[src/rtl/spi_bus_pkg.sv]
// Shared definitions for the SPI bus master: transfer size codes, control-word
// field positions and the FSM state encoding.
// No ports (package only).
package spi_bus_pkg;

  // Transfer size codes. Only SIZE_16 selects a 16-bit data phase; every
  // other code, including SIZE_8, moves 32 bits.
  localparam logic [1:0] SIZE_8  = 2'b00;
  localparam logic [1:0] SIZE_16 = 2'b01;
  localparam logic [1:0] SIZE_32 = 2'b11;

  // Control-word layout, sent MSB first: {write, size[1:0], addr[12:0]}.
  localparam int CW_WRITE   = 15;
  localparam int CW_SIZE_HI = 14;
  localparam int CW_SIZE_LO = 13;
  localparam int CW_ADDR_HI = 12;
  localparam int CW_ADDR_LO = 0;

  typedef enum logic [2:0] {
    IDLE = 3'd0,
    CTRL = 3'd1,
    TURN = 3'd2,
    DATA = 3'd3,
    GAP  = 3'd4
  } state_t;

  function automatic logic [15:0] ctrl_word(input logic wr, input logic [1:0] size,
                                            input logic [12:0] addr);
    logic [15:0] cw;
    cw = '0;
    cw[CW_WRITE]                = wr;
    cw[CW_SIZE_HI:CW_SIZE_LO]   = size;
    cw[CW_ADDR_HI:CW_ADDR_LO]   = addr;
    return cw;
  endfunction

endpackage

[src/rtl/spi_bus_master_shift.sv]
// Purpose: 32-bit MSB-first shift register with parallel load, serial out, serial in.
// Latency: load/shift take effect on the next spiClk edge; no backpressure (caller gates shift_en).
// Ports: load/load_dat parallel load (wins over shift), shift_en/serial_in shift left,
//        serial_out = current MSB, par_dat = low 31 bits of the register.
module spi_shift_reg (
  input  logic        spiClk,
  input  logic        reset,
  input  logic        load,
  input  logic [31:0] load_dat,
  input  logic        shift_en,
  input  logic        serial_in,
  output logic        serial_out,
  output logic [30:0] par_dat
);

  logic [31:0] sr_q;
  logic [31:0] sr_d;

  always_comb begin
    sr_d = sr_q;
    if (load) begin
      sr_d = load_dat;
    end else if (shift_en) begin
      sr_d = {sr_q[30:0], serial_in};
    end
  end

  always_ff @(posedge spiClk or posedge reset) begin
    if (reset) begin
      sr_q <= '0;
    end else begin
      sr_q <= sr_d;
    end
  end

  assign serial_out = sr_q[31];
  assign par_dat    = sr_q[30:0];

endmodule

[src/rtl/spi_bus_master.sv]
// Purpose: SPI bus master issuing 16-bit control word then 16/32-bit write or read data.
// Latency: write holds spiCS 16+N cycles, read 16+RD_LATENCY+N; done pulses the cycle after the last bit.
// Backpressure: req is only taken in IDLE; requests while busy are dropped, not queued.
// Ports: req/reqWrite/reqSize/reqAddr/reqData request; busy/done/rdData status;
//        spiCS/spiMosi/spiMiso serial bus; abort only when SPI_MASTER_ABORT_EN is defined.
// RD_LATENCY legal 0..7, IDLE_GAP legal 1..7.
module spi_bus_master
  import spi_bus_pkg::*;
#(
  parameter int RD_LATENCY = 2,
  parameter int IDLE_GAP   = 2
) (
  input  logic        reset,
  input  logic        spiClk,
  input  logic        req,
  input  logic        reqWrite,
  input  logic [1:0]  reqSize,
  input  logic [12:0] reqAddr,
  input  logic [31:0] reqData,
  output logic        busy,
  output logic        done,
  output logic [31:0] rdData,
  output logic        spiCS,
  output logic        spiMosi,
  input  logic        spiMiso
`ifdef SPI_MASTER_ABORT_EN
  ,
  input  logic        abort
`endif
);

  localparam logic [5:0] RL_M1  = (RD_LATENCY > 0) ? 6'(RD_LATENCY - 1) : 6'd0;
  localparam logic [5:0] GAP_M1 = 6'(IDLE_GAP - 1);

  state_t      state_q, state_d;
  logic [5:0]  cnt_q, cnt_d;        // shared down-counter: ctrl bits, turn, data bits, gap
  logic [14:0] ctrl_q, ctrl_d;      // control bits still to be sent
  logic        wr_q, wr_d;
  logic        sz16_q, sz16_d;
  logic        busy_q, busy_d;
  logic        done_q, done_d;
  logic [31:0] rd_data_q, rd_data_d;
  logic        cs_q, cs_d;
  logic        mosi_q, mosi_d;

  logic        abort_now;
  logic [15:0] cw;
  logic [5:0]  n_m1;
  logic        sr_load;
  logic        sr_shift;
  logic [31:0] sr_load_dat;
  logic        sr_out;
  logic [30:0] sr_par;

`ifdef SPI_MASTER_ABORT_EN
  assign abort_now = abort;
`else
  assign abort_now = 1'b0;
`endif

  assign cw   = ctrl_word(reqWrite, reqSize, reqAddr);
  assign n_m1 = sz16_q ? 6'd15 : 6'd31;
  // 16-bit payload is left-aligned so the MSB of the payload leaves first.
  assign sr_load_dat = (reqSize == SIZE_16) ? {reqData[15:0], 16'h0} : reqData;

  spi_shift_reg u_shift (
    .spiClk     (spiClk),
    .reset      (reset),
    .load       (sr_load),
    .load_dat   (sr_load_dat),
    .shift_en   (sr_shift),
    .serial_in  (spiMiso),
    .serial_out (sr_out),
    .par_dat    (sr_par)
  );

  always_comb begin
    state_d   = state_q;
    cnt_d     = cnt_q;
    ctrl_d    = ctrl_q;
    wr_d      = wr_q;
    sz16_d    = sz16_q;
    done_d    = 1'b0;
    rd_data_d = rd_data_q;
    cs_d      = cs_q;
    mosi_d    = 1'b0;
    sr_load   = 1'b0;
    sr_shift  = 1'b0;

    case (state_q)
      IDLE: begin
        if (req) begin
          wr_d    = reqWrite;
          sz16_d  = (reqSize == SIZE_16);
          ctrl_d  = cw[14:0];
          mosi_d  = cw[15];
          cs_d    = 1'b1;
          cnt_d   = 6'd15;
          sr_load = 1'b1;
          state_d = CTRL;
        end
      end
      CTRL: begin
        if (abort_now) begin
          state_d = GAP;
          cs_d    = 1'b0;
          cnt_d   = GAP_M1;
        end else if (cnt_q != 6'd0) begin
          mosi_d = ctrl_q[14];
          ctrl_d = {ctrl_q[13:0], 1'b0};
          cnt_d  = cnt_q - 6'd1;
        end else if (wr_q) begin
          // Writes go straight into data; first payload bit leaves now.
          state_d  = DATA;
          cnt_d    = n_m1;
          mosi_d   = sr_out;
          sr_shift = 1'b1;
        end else if (RD_LATENCY == 0) begin
          state_d = DATA;
          cnt_d   = n_m1;
        end else begin
          state_d = TURN;
          cnt_d   = RL_M1;
        end
      end
      TURN: begin
        if (abort_now) begin
          state_d = GAP;
          cs_d    = 1'b0;
          cnt_d   = GAP_M1;
        end else if (cnt_q != 6'd0) begin
          cnt_d = cnt_q - 6'd1;
        end else begin
          state_d = DATA;
          cnt_d   = n_m1;
        end
      end
      DATA: begin
        // Writes shift payload out, reads shift spiMiso in; one edge per bit.
        sr_shift = 1'b1;
        if (abort_now) begin
          state_d = GAP;
          cs_d    = 1'b0;
          cnt_d   = GAP_M1;
        end else if (cnt_q != 6'd0) begin
          cnt_d = cnt_q - 6'd1;
          if (wr_q) begin
            mosi_d = sr_out;
          end
        end else begin
          state_d = GAP;
          cs_d    = 1'b0;
          done_d  = 1'b1;
          cnt_d   = GAP_M1;
          // Last bit is still on spiMiso, so it is merged in directly.
          if (!wr_q) begin
            rd_data_d = sz16_q ? {16'h0, sr_par[14:0], spiMiso} : {sr_par, spiMiso};
          end
        end
      end
      GAP: begin
        if (cnt_q != 6'd0) begin
          cnt_d = cnt_q - 6'd1;
        end else begin
          state_d = IDLE;
        end
      end
      default: begin
        state_d = IDLE;
        cs_d    = 1'b0;
        cnt_d   = 6'd0;
      end
    endcase

    busy_d = (state_d != IDLE);
  end

  always_ff @(posedge spiClk or posedge reset) begin
    if (reset) begin
      state_q   <= IDLE;
      cnt_q     <= '0;
      ctrl_q    <= '0;
      wr_q      <= 1'b0;
      sz16_q    <= 1'b0;
      busy_q    <= 1'b0;
      done_q    <= 1'b0;
      rd_data_q <= '0;
      cs_q      <= 1'b0;
      mosi_q    <= 1'b0;
    end else begin
      state_q   <= state_d;
      cnt_q     <= cnt_d;
      ctrl_q    <= ctrl_d;
      wr_q      <= wr_d;
      sz16_q    <= sz16_d;
      busy_q    <= busy_d;
      done_q    <= done_d;
      rd_data_q <= rd_data_d;
      cs_q      <= cs_d;
      mosi_q    <= mosi_d;
    end
  end

  assign busy    = busy_q;
  assign done    = done_q;
  assign rdData  = rd_data_q;
  assign spiCS   = cs_q;
  assign spiMosi = mosi_q;

endmodule

[config.mk]
export PLATFORM = sky130hd
export DESIGN_NAME = spi_bus_master
export DESIGN_NICKNAME = d
export VERILOG_FILES = /design/src/rtl/spi_bus_pkg.sv /design/src/rtl/spi_bus_master_shift.sv /design/src/rtl/spi_bus_master.sv
export SDC_FILE = /design/constraint.sdc
export NUM_CORES = 1
export LEC_CHECK = 0
export CAP_MARGIN = 20
export CORE_UTILIZATION = 45
export DETAILED_ROUTE_END_ITERATION = 8
export GPL_ROUTABILITY_DRIVEN = 1
export PLACE_DENSITY = 0.71
export SETUP_SLACK_MARGIN = 0.15
export SLEW_MARGIN = 40
export SYNTH_ARGS = -nofsm -noshare
export SYNTH_HDL_FRONTEND = slang
export SYNTH_SLANG_ARGS = --single-unit
[constraint.sdc]
create_clock -name spiClk -period 3.45 [get_ports spiClk]
set_input_delay 0.345 -clock spiClk [delete_from_list [all_inputs] [get_ports spiClk]]
set_output_delay 0.345 -clock spiClk [all_outputs]
set_load 0.02 [all_outputs]
==> results <==
- The run finished with clean final reports.
- The via count of the first global-routing pass was 3,481.
- The hold violation count in the final report is 0.
- After clock tree synthesis, the flow added hold-fix buffers numbering 0.
- 88 I/O pins were placed.
- The number of buffers inserted during clock tree synthesis is 9.
- The dominant synthesized flop cell is sky130_fd_sc_hd__dfrtp_1.
- Yosys mapped a number of flops with a built-in enable equal to 0.
- The most common cell after layout, fill and taps aside is sky130_fd_sc_hd__dfrtp_1.
- The setup check on the worst reg-to-reg path leaves a slack of 0.60 ns.
- Routability-driven placement finished with a final weighted congestion of approximately 0.85.
- Using the TritonRoute via totals, the vias-per-cell ratio works out to 5.29.
- In the global route stage, overall resource usage came out at 0.206.
- The worst setup path is of the reg2reg kind.
- The launch point of the worst reg-to-reg path is cnt_q[0].
- The setup skew after layout is approximately 0.0092 ns.
- Across all layers, the routed design uses 3,588 vias.
- For this configuration, the core starts out at a cell density of 0.470.
- Counting flops and latches in the post-synthesis netlist gives 94.
- The clock-pin slew of the registers on the worst-case setup and hold paths is 0.10 ns.
- The die covers 10,800 µm².
- The number of pins with negative max-slew slack in the final report is 0.
- For this run, design rule violations remaining after detail routing come to 0.
- Timing would allow up to roughly 350 MHz.
- Yosys printed 0 warnings.
- The share of flip-flops with an asynchronous set or reset after synthesis is 1.00.
- The maximum level of the CTS H-tree is 3.
- The number of antenna violations at the first check in global routing is 0.
- Once the clock tree was built, the setup fixing pass inserted 0 buffers.
- The post-synthesis sequential area ratio is 0.505.
- From synthesis to final layout, the design area changed by 23.1%.
- Yosys attributes the largest share of cell area to sky130_fd_sc_hd__dfrtp_1, sky130_fd_sc_hd__mux2i_1, sky130_fd_sc_hd__a21oi_1, sky130_fd_sc_hd__mux2_4, sky130_fd_sc_hd__nand2_1.
- The number of clock sinks is 94.
- 0 antenna diodes ended up in the layout.
- In the final routed layout, each cell accounts on average for 15.5 µm.
- Clock latency on the worst-skew pair, taken at its later pin, is roughly 0.37 ns.
- The longest clock path from root to sink contains 2 buffers.
- The proportion of layout cells with a drive suffix above 1 is 0.0881.
- The die outline height is 104 µm.
- The maximum vdd drop is 0.207 mV.
- With fillers left out, the area of the finished cells amounts to 5730 µm².
- Entering global routing, the biggest net connects 52 pins.
- For the worst setup path, the data required time is 3.69 ns.
- The data arrival time of the critical path is about 3.1 ns.
- For this block, the routed nets add up to about 10,000 µm of wire.
- Summed over all instances, the cell type with the most area after synthesis is sky130_fd_sc_hd__dfrtp_1.
- Of the post-synthesis cell area, the dominant cell type holds 0.505.
- The cell row count is 36.
- The setup total negative slack is 0 ns.
- The HPWL after detailed placement is 7280 µm.
- The number of standard cells after synthesis is about 470.
- The element type at the critical path start is a flip-flop.
- The count of cells along the worst register-to-register path is 8.
- The average cell area after synthesis is between 9 and 10 µm².
- Subtracting the final worst setup slack from the clock period gives roughly 2.9 ns.
- After floorplanning, the core was sized to cover 9910 µm².
- The type of the worst min-delay path is in2async.
- After the first detailed-routing iteration, the DRC count stood at 145.
- The worst hold-check slack is 0.386 ns.
- The library cell used as clock root buffer is sky130_fd_sc_hd__clkbuf_8.
- The analysis attributes to cell leakage a power of around 2.7 nW.
- In this run, post-CTS repair resized a total of 0 instances.
- Headroom to the max-slew limit came out at 0.545.
- The first global-routing pass estimated around 18,000 µm of wire.
- The horizontal die dimension is 104 µm.
- The final layout net count is 594.
- The first detailed-routing pass took 4 iterations.
- The remaining number of nets flagged by the antenna check after routing is 0.
- The capturing point of the worst reg2reg path is rdData[28].
- Summing every instance area after synthesis gives 4660 µm².
- For the pin with the worst max-slew slack, the measured transition is between 0.6 and 0.7 ns.
- After global routing the overflow that remains totals 0.
- The number of setup violations in the final report is 0.
- In this run the tool buffered the top-level ports with 87 buffer cells.
- Setup repair after global routing left no endpoint under its margin.
- Of the available clock period, the critical path in the final layout requires 0.827.
- In this run the worst path has a maximum fanout of 28.
- The worst setup path is captured at a flip-flop.
- The instance area at placement is 5540 µm².
- The top cell types in the final layout, fill and taps aside, are sky130_fd_sc_hd__dfrtp_1, sky130_fd_sc_hd__clkdlybuf4s50_1, sky130_fd_sc_hd__nand2_1, sky130_fd_sc_hd__a21oi_1, sky130_fd_sc_hd__o21ai_1.
- Dividing total power by cell area gives a power density of 342 nW/µm².
- TritonCTS built the clock tree.
- The total of max-cap violations is 0.
- The post-synth net total is 525.
- Yosys mapped the design onto 44 distinct sky130hd cell types.
- The layout filler cell count is 887.
==> critical path, stage by stage (launching register included) <==
cell and delay (ns):
sky130_fd_sc_hd__dfrtp_1 0.42, sky130_fd_sc_hd__inv_1 0.07, sky130_fd_sc_hd__ha_1 0.18, sky130_fd_sc_hd__or4b_1 0.67
sky130_fd_sc_hd__nor2_8 0.29, sky130_fd_sc_hd__nand4_4 0.50, sky130_fd_sc_hd__buf_4 0.42, sky130_fd_sc_hd__nand2_1 0.09
sky130_fd_sc_hd__o21ai_1 0.07
==> cell usage after synthesis (2+ instances only) <==
master	number
sky130_fd_sc_hd__a21oi_1	52
sky130_fd_sc_hd__buf_2	8
sky130_fd_sc_hd__clkbuf_1	14
sky130_fd_sc_hd__nor2_1	36
sky130_fd_sc_hd__and2_1	3
sky130_fd_sc_hd__o21ai_1	44
sky130_fd_sc_hd__buf_6	10
sky130_fd_sc_hd__nand3_1	8
sky130_fd_sc_hd__a21oi_2	2
sky130_fd_sc_hd__nand2_1	59
sky130_fd_sc_hd__mux2i_1	30
sky130_fd_sc_hd__dfrtp_1	94
sky130_fd_sc_hd__buf_4	2
sky130_fd_sc_hd__nand2b_1	21
sky130_fd_sc_hd__o22ai_1	2
sky130_fd_sc_hd__mux2_4	16
sky130_fd_sc_hd__a21o_1	2
sky130_fd_sc_hd__inv_1	9
sky130_fd_sc_hd__o21ai_0	14
sky130_fd_sc_hd__o31ai_1	2
sky130_fd_sc_hd__nor3_1	2
sky130_fd_sc_hd__and3_1	16
sky130_fd_sc_hd__o31ai_2	2
sky130_fd_sc_hd__a31oi_1	2
sky130_fd_sc_hd__xnor2_1	3
==> per-stage QoR <==
step	total power (W)	std cells	setup slack, ns	utilization
2_1_floorplan	0.00116	472	0.656	-
3_3_place_gp	0.00124	663	0.713	0.559
3_5_place_dp	0.00124	663	0.592	0.559
4_1_cts	0.00198	678	0.583	0.578
5_1_grt	0.00203	678	0.431	0.579
6_report	0.00196	678	0.598	0.579
==> per-layer routing <==
| layer | vias to the layer above | GRT usage | routed length [µm] |
|---|---|---|---|
| met5 | - | 0 | 0 |
| met3 | 14 | 0.0522 | 574 |
| met1 | 1709 | 0.276 | 4830 |
| met4 | 0 | 0.0673 | 156 |
| li1 | 1757 | - | - |
| met2 | 108 | 0.329 | 4940 |
==> cells by family (layout without fill, tap and decap cells) <==
kind of cell / Yosys count / in the layout / share of synthesized area
fa+ha+maj: 1 / 1 / 0.00269
buf+inv: 44 / 117 / 0.0554
xor+xnor: 3 / 3 / 0.00564
flops: 94 / 94 / 0.505
compound gates: 126 / 126 / 0.146
mux: 47 / 47 / 0.119
simple gates: 157 / 157 / 0.167
==> registers in the layout, indices dropped and copies added, names as in the netlist <==
signal        cells
cnt_q             6
sz16_q            1
wr_q              1
rdData           32
done              1
ctrl_q           15
u_shift.sr_q     32
busy              1
spiCS             1
spiMosi           1
state_q           3
==> layout make-up <==
type,instances,area (µm²),share of cell area
flip-flops and latches,94,2350,0.410
multi-input cells,334,2050,0.358
repair buffers,93,928,0.162
well taps,133,166,0.0290
clock buffers,9,124,0.0216
clock inverters,6,71.3,0.0124
inverters,9,36.3,0.00633
==> power breakdown <==
| part | internal, W | switching [W] | total [W] |
|---|---|---|---|
| clock network | 0.000337 | 0.000402 | 0.000739 |
| logic | 0.0000661 | 0.0000532 | 0.000119 |
| registers | 0.00110 | 0.000000397 | 0.00110 |
==> worst max-delay path by stage <==
stage | start | endpoint | slack (ns) | cells past startpoint
2_1_floorplan | reset | busy | 0.66 | 1
3_3_place_gp | cnt_q[0] | rdData[22] | 0.71 | 8
3_5_place_dp | cnt_q[0] | rdData[28] | 0.59 | 8
4_1_cts | cnt_q[0] | rdData[28] | 0.58 | 8
5_1_grt | cnt_q[0] | rdData[28] | 0.43 | 8
6_report | cnt_q[0] | rdData[28] | 0.60 | 8
Note: power is estimated with default switching activity, not from simulation.
==> RTL edit, RTL diff (same flow settings) <==
Re-encode `state_t` (5 states) as one-hot, 5 bits wide.
--- a/src/rtl/spi_bus_pkg.sv
+++ b/src/rtl/spi_bus_pkg.sv
@@ -18,8 +18,8 @@
 
-  typedef enum logic [2:0] {
-    IDLE = 3'd0,
-    CTRL = 3'd1,
-    TURN = 3'd2,
-    DATA = 3'd3,
-    GAP  = 3'd4
+  typedef enum logic [4:0] {
+    IDLE = 5'b00001,
+    CTRL = 5'b00010,
+    TURN = 5'b00100,
+    DATA = 5'b01000,
+    GAP  = 5'b10000
   } state_t;
Check against the original RTL: no difference found for any inputs over 10 cycles, from zero or initial values and one cycle with reset high; not proved beyond that.
==> RTL edit against the unedited design <==
- via count rose by 4.9%
- setup slack improved by 0.059 ns
- critical path depth fell by 1
- design area is 5.1% higher
- highest routed layer unchanged
- routed wire length rose by 2.5%
- first-iteration DRC count decreased by 10%
- synthesized area grew 5.6%
- synthesized cell count increased by 0.64%
- sequential cell count rose by 2
Power is not compared: it rests on default switching activity, and its combinational part moved more than twofold at a synthesized area within 25%.
==> RTL edit: results (changes against the unedited design) <==
- Status: complete, no violations
- Largest stage delay on the critical path: 0.50 ns (-0.17 ns)
- Largest net degree at the start of global routing: 47 (-9.6%)
- FF-to-FF path depth: 7 (-1)
- Worst-Margin Slew: 0.636 ns (-0.0454 ns)
- XOR/XNOR Fraction of Synth Area: 0.00356 (-0.00208)
- Placed instance area: 5850 µm² (+5.6%)
- Distinct cells, synth: 52 (+18%)
- Routed wl met3: 436 µm (-24%)
- WL per Instance: 15.7 µm (+1.3%)
- Inst Count DP: 670 (+1.1%)
- Largest cells by area after synthesis: dfrtp_1, mux2i_1, mux2_2
- Worst clock skew: 0.0157 ns (+0.00654 ns)
- Dpl hpwl: 7.50 mm (+3.0%)
- Synth Area in Compound Gates: 0.144 (-0.00162)
- Adder-cell share of the synthesized area: 0.00255 (-0.000142)
- Gr usage total: 0.200 (-0.00627)
- Crit-path slowest cell: and2_1
- Final net count: 598 (+0.67%)
- Met3 usage: 0.0349 (-0.0173)
- Most common library cells after synthesis: dfrtp_1, mux2i_1, o21ai_0
- Worst Setup EP: rdData[0]
- Layout Cells excl Fill: 686 (+1.2%)
- Synth Area per Inst: 10.3 µm² (+4.9%)
- Syn Nets: 528 (+0.57%)
- Sequential share of the synthesized area: 0.489 (-0.0163)
- Setup WS post-layout: 0.657 ns (+0.0593 ns)
- WL met2: 5.20 mm (+5.4%)
- Initial drt markers: 130 (-10%)
- Post-Route M1 WL: 4.89 mm (+1.3%)
- Met1 Use GR: 0.268 (-0.00770)
- Fraction of layout cells with a size suffix above 1: 0.120 (+0.0319)
- Critical path data arrival time: 3.04 ns (-0.05 ns)
- Vias in the first global route: 3,738 (+7.4%)
- Post-synthesis mux area share: 0.171 (+0.0525)
- Pre-CTS setup slack: 0.679 ns (+0.0869 ns)
[RTL edit: cell count changes after synthesis, sizes merged, moves of 16 or more]
cell | before | now
o41ai | 0 | 16
nand2 | 59 | 28
inv | 9 | 38
mux2i | 30 | 48
[RTL edit: where the power goes]
part	total, mW	internal [mW]	switching, mW
sequential	1.94	1.56	0.381
clock	0.689	0.273	0.416
combinational	2.03	0.934	1.10
[RTL edit: worst min path at each step]
stage	start	slack, ns	depth (start not counted)	endpoint
2_1_floorplan	reqWrite	0.45	2	wr_q
3_3_place_gp	rdData[0]	0.48	1	rdData[0]
3_5_place_dp	cnt_q[5]	0.49	1	cnt_q[5]
4_1_cts	reset	0.41	2	u_shift.sr_q[10]
5_1_grt	reset	0.45	2	rdData[8]
6_report	reset	0.40	2	rdData[20]
[RTL edit: cell type report]
class | count | area [µm²]
clock buffers | 10 | 128
clock inverters | 6 | 51.3
fillers | 954 | 4440
inverters | 38 | 145
multi-input cells | 304 | 2190
flip-flops and latches | 96 | 2400
well taps | 136 | 170
repair buffers | 96 | 938
